`src/rtl/subsurf_ram_arbiter.sv`:
```
`default_nettype none
// ============================================================================
// subsurf_ram_arbiter
//   Burst-fair two-requester arbiter for one single-port 512x32 RAM.
//   Revision: 1.0
// ============================================================================
module subsurf_ram_arbiter #(
  parameter int AW        = 9,
  parameter int DW        = 32,
  parameter int MAX_BURST = 8
) (
  input  logic          clk,
  input  logic          rst,
  input  logic          r0_req_i,
  input  logic [3:0]    r0_we_i,
  input  logic [AW-1:0] r0_addr_i,
  input  logic [DW-1:0] r0_wdata_i,
  output logic          r0_gnt_o,
  output logic [DW-1:0] r0_rdata_o,
  output logic          r0_rvalid_o,
  input  logic          r1_req_i,
  input  logic [3:0]    r1_we_i,
  input  logic [AW-1:0] r1_addr_i,
  input  logic [DW-1:0] r1_wdata_i,
  output logic          r1_gnt_o,
  output logic [DW-1:0] r1_rdata_o,
  output logic          r1_rvalid_o,
  output logic          ram_en_o,
  output logic [3:0]    ram_we_o,
  output logic [AW-1:0] ram_a_o,
  output logic [DW-1:0] ram_di_o,
  input  logic [DW-1:0] ram_do_i
);

  localparam int CW = $clog2(MAX_BURST + 1);

  typedef enum logic [1:0] {
    ST_IDLE = 2'd0,
    ST_OWN0 = 2'd1,
    ST_OWN1 = 2'd2
  } state_e;

  state_e        state_q, state_d;
  logic          rr_last_q, rr_last_d;
  logic [CW-1:0] beat_cnt_q, beat_cnt_d;
  logic          rvalid_q, rvalid_d;
  logic          rsel_q, rsel_d;

  logic          owner;
  logic          own_req;
  logic          oth_req;
  logic          accept;
  logic [CW-1:0] cnt_inc;
  state_e        other_st;

  always_ff @(posedge clk or posedge rst) begin
    if (rst) begin
      state_q    <= ST_IDLE;
      rr_last_q  <= 1'b1;
      beat_cnt_q <= '0;
      rvalid_q   <= 1'b0;
      rsel_q     <= 1'b0;
    end else begin
      state_q    <= state_d;
      rr_last_q  <= rr_last_d;
      beat_cnt_q <= beat_cnt_d;
      rvalid_q   <= rvalid_d;
      rsel_q     <= rsel_d;
    end
  end

  always_comb begin
    owner      = (state_q == ST_OWN1);
    own_req    = owner ? r1_req_i : r0_req_i;
    oth_req    = owner ? r0_req_i : r1_req_i;
    other_st   = owner ? ST_OWN0 : ST_OWN1;
    accept     = (state_q != ST_IDLE) && own_req;
    cnt_inc    = beat_cnt_q + CW'(1);

    state_d    = state_q;
    rr_last_d  = rr_last_q;
    beat_cnt_d = beat_cnt_q;
    rvalid_d   = 1'b0;
    rsel_d     = rsel_q;

    ram_en_o   = accept;
    ram_we_o   = '0;
    ram_a_o    = '0;
    ram_di_o   = '0;

    if (accept) begin
      ram_we_o = owner ? r1_we_i    : r0_we_i;
      ram_a_o  = owner ? r1_addr_i  : r0_addr_i;
      ram_di_o = owner ? r1_wdata_i : r0_wdata_i;
      if (ram_we_o == 4'b0000) begin
        rvalid_d = 1'b1;
        rsel_d   = owner;
      end
    end

    case (state_q)
      ST_IDLE: begin
        beat_cnt_d = '0;
        // On a tie the side that did not own last goes first.
        if (r0_req_i && (!r1_req_i || rr_last_q)) begin
          state_d = ST_OWN0;
        end else if (r1_req_i) begin
          state_d = ST_OWN1;
        end
      end
      ST_OWN0, ST_OWN1: begin
        if (!own_req) begin
          rr_last_d  = owner;
          beat_cnt_d = '0;
          state_d    = oth_req ? other_st : ST_IDLE;
        end else if (cnt_inc == CW'(MAX_BURST)) begin
          // Burst limit reached: hand over only if the other side is waiting.
          beat_cnt_d = '0;
          if (oth_req) begin
            state_d   = other_st;
            rr_last_d = owner;
          end
        end else begin
          beat_cnt_d = cnt_inc;
        end
      end
      default: begin
        state_d    = ST_IDLE;
        beat_cnt_d = '0;
      end
    endcase
  end

  assign r0_gnt_o    = (state_q == ST_OWN0);
  assign r1_gnt_o    = (state_q == ST_OWN1);
  assign r0_rvalid_o = rvalid_q && !rsel_q;
  assign r1_rvalid_o = rvalid_q &&  rsel_q;
  assign r0_rdata_o  = rsel_q ? '0 : ram_do_i;
  assign r1_rdata_o  = rsel_q ? ram_do_i : '0;

endmodule
`default_nettype wire
```
`config.mk`:
```
export PLATFORM = sky130hd
export DESIGN_NAME = subsurf_ram_arbiter
export DESIGN_NICKNAME = d
export VERILOG_FILES = /design/src/rtl/subsurf_ram_arbiter.sv
export SDC_FILE = /design/constraint.sdc
export NUM_CORES = 1
export LEC_CHECK = 0
export ABC_AREA = 1
export CAP_MARGIN = 20
export CORE_AREA = 2 2 93 95
export CTS_CLUSTER_DIAMETER = 60
export DETAILED_ROUTE_END_ITERATION = 12
export DIE_AREA = 0 0 95 97
export PLACE_DENSITY = 0.73
export SETUP_SLACK_MARGIN = 0.5
export SYNTH_ARGS = -nofsm -noshare
export SYNTH_HDL_FRONTEND = slang
export SYNTH_SLANG_ARGS = --single-unit
```
`constraint.sdc`:
```
create_clock -name clk -period 2.45 [get_ports clk]
set_clock_uncertainty 0.05 [all_clocks]
set_input_delay 0.735 -clock clk [delete_from_list [all_inputs] [get_ports clk]]
set_output_delay 0.735 -clock clk [all_outputs]
set_load 0.02 [all_outputs]
```
==> impl_metrics.py <==
metrics = {
    "timing": {
        "period_share": 1.060,
        "max-slew-margin-rel": 0.7801,
        "hold_viol_final": 0,
        "timing.fmax_mhz": 385.2,
        "whs_ps": 445.5,
        "worst_slack_ps": -146.1,
        "fin_crit_ps": 2596,
        "tightest_slew_ps": 329.5,
        "report.final.slew_viol_count": 0,
        "rsz0062_at_grt": "yes",
        "finalSetupTns_ps": -2246,
        "setup_viol": 45,
    },
    "synth": {
        "ys_top_cells_by_count": "nand2_1, inv_1, a21oi_1",
        "ys.flop_type": "dfrtp_1",
        "yosysTopAreaCell": "nand2_1",
        "synth_cell_type_count": 21,
        "synth_seq_cells": 9,
        "synthTopCellsByArea": "nand2_1, inv_1, a21oi_1",
        "synth_most_common_cell": "nand2_1",
        "synthArstFlopShare": 1.000,
        "syn_inst": 370,
        "ys_seq_area_frac": 0.1263,
        "synth_edf_count": 0,
        "syn_avg_cell_area_um2": 4.846,
        "syn-num-nets": 502,
        "syn-cell-area_um2": 1793,
        "yosys.area.top_type_share": 0.3057,
        "synth_warnings": 0,
    },
    "critical_path": {
        "cp_common_cell": "buf_6",
        "cp_data_required_time_ps": 1660,
        "slowest_delay_ps": 150,
        "path_class": "input port to output pin",
        "worstSetupEndpointType": "output pin",
        "cp_top_family": "buffers and inverters",
        "arrival_ps": 1810,
        "crit_path_start_kind": "input port",
        "slowest_stage": "buf_16",
        "crit_buf_inv": 7,
        "cp_cell_sequence": "buf_6 -> buf_6 -> inv_12 -> nand2_4 -> o21ai_4 -> nor2_4 -> inv_6 -> buf_12 -> buf_16 -> a21oi_4 -> buf_6",
        "critPathMaxFanout": 8,
    },
    "clock_network": {
        "clock-sinks": 9,
        "cts_tree": "built",
        "numCtsBuffers": 3,
        "clk_pin_slew_worst_paths_ps": 40,
        "clockBufferDepth": 2,
        "clk_latency_ps": 230,
        "cts_root_buf": "clkbuf_8",
        "holdBufCountCts": 0,
        "htreeDepth": 1,
    },
    "drt": {
        "vias_per_cell": 4.554,
        "dr.pass1.iters": 4,
        "wire_per_inst_um": 16.81,
        "drt-initial-drc-count": 79,
        "drtAntennaViolNets": 0,
        "drc": 0,
        "routed_wl_mm": 12.74,
        "vias": 3452,
    },
    "final_layout": {
        "design_area_um2": 6055,
        "drive_above_1_share": 0.5277,
        "fin_util": 0.7443,
        "synthToLayoutAreaGrowth_pct": 237.7,
        "fin_nets": 783,
        "fill_cells": 563,
    },
    "placement": {
        "placed_area_um2": 4945,
        "gp_congestion": 0.7979,
        "io_buffers": 239,
        "hpwl_mm": 8.135,
    },
    "floorplan": {
        "start_util": 0.2204,
        "core_um2": 8134,
        "die_x_um": 95,
        "rows": 33,
        "die-area_um2": 9215,
        "io_pins": 240,
        "die_height_um": 97,
    },
    "global_routing": {
        "antenna_found_initial": 3,
        "grt_pass1_vias": 3640,
        "grt_pass1_wl_mm": 18.35,
        "grt-ovfl-total": 0,
        "grt_max_degree": 26,
        "grt_use_total": 0.2550,
    },
    "status": {
        "violations": "negative setup slack",
        "status": "finished with violations",
    },
    "flow_run": {
        "cap_violations": 0,
    },
    "power": {
        "power_mw": 6.977,
        "power_density_nw_per_um2": 1152,
        "vdd_drop_max_uv": 513.1,
        "leakagePower_nw": 3.000,
    },
    "min_path": {
        "hp-class": "flop to flop",
    },
}
cells by family after synthesis:
kind of cell,count (synthesis),synth area share
AO/OA/AOI/OAI,53,0.1500
adder cells (fa/ha/maj),6,0.04187
buffers and inverters,102,0.2421
flip-flops,9,0.1263
AND/OR/NAND/NOR,200,0.4396
what timing repair did:
| item | 4_1_cts | 5_1_grt |
|---|---|---|
| buffers inserted | 19 | 4 |
| cloned | 9 | 2 |
| setup endpoints to repair | 117 | 105 |
| pin swaps | 31 | 14 |
| resized for setup | 899 | 37 |
metal layers:
metal  GRT usage  vias up  wire (um)
li1            -     1648          -
met1      0.2233     1576       3868
met2      0.5341      193       7212
met3     0.05763       35       1126
met4     0.08919        0        536
met5           0        -          0
worst paths after layout:
path / cells after the start / slack, ps / end / start
min in group asynchronous: 2 / 720 / rvalid_q$_DFF_PP0_ / rst
worst min register to register: 2 / 450 / rr_last_q$_DFFE_PP1P_ / rr_last_q$_DFFE_PP1P_
worst max register to register: 12 / 640 / rsel_q$_DFFE_PP0P_ / state_q[0]$_DFFE_PP0P_
worst min-delay path: 2 / 450 / rr_last_q$_DFFE_PP1P_ / rr_last_q$_DFFE_PP1P_
max in group asynchronous: 2 / 1340 / rr_last_q$_DFFE_PP1P_ / rst
worst max-delay path: 11 / -150 / ram_we_o[2] / r1_req_i
through the flow:
step	setup WS (ps)	std cells
CTS	-159.6	749
global placement	-970.8	717
floorplan	117.8	370
detailed placement	-1010	717
finish	-146.1	758
global route	-215.4	758
power by group:
| part | internal [mW] | switching [mW] |
|---|---|---|
| combinational | 3.17 | 3.40 |
| clock | 0.113 | 0.0541 |
| sequential | 0.199 | 0.0451 |
| total | 3.48 | 3.50 |
state kept, by name, indices dropped and copies added, names as in the netlist:
name	count
beat_cnt_q	4
state_q	2
rr_last_q	1
rsel_q	1
rvalid_q	1
cell usage in the layout, fill, tap and decap left out, types with 7 or more instances in the layout:
cell / instances
nor2_4: 29
buf_16: 10
buf_2: 26
dlygate4sd2_1: 14
inv_2: 31
inv_1: 47
nand3_1: 8
dfrtp_1: 7
buf_8: 7
nand2_1: 118
clkdlybuf4s50_1: 91
nor2_1: 7
nand2_4: 27
a21oi_4: 41
buf_12: 12
buf_6: 106
buf_4: 28
worst reg2reg max path, stage by stage (launching register included):
cell,delay (ps)
dfrtp_1,390
inv_2,90
ha_4,190
buf_4,150
inv_4,60
buf_12,150
nand2_2,100
buf_4,110
nand2_1,50
nor2_1,130
nand3_2,120
nand2_1,70
o21ai_1,50
cell type report:
class / instances / area (um2) / area share
Multi-Input combinational cell: 259 / 2069 / 0.3418
Antenna cell: 3 / 7.507 / 0.001240
Sequential cell: 9 / 227.7 / 0.03761
Tap cell: 105 / 131.4 / 0.02170
Inverter: 81 / 324.1 / 0.05352
Timing Repair Buffer: 297 / 3249 / 0.5367
Clock buffer: 4 / 45.04 / 0.007440
No activity file was read; power rests on OpenSTA's default activity.
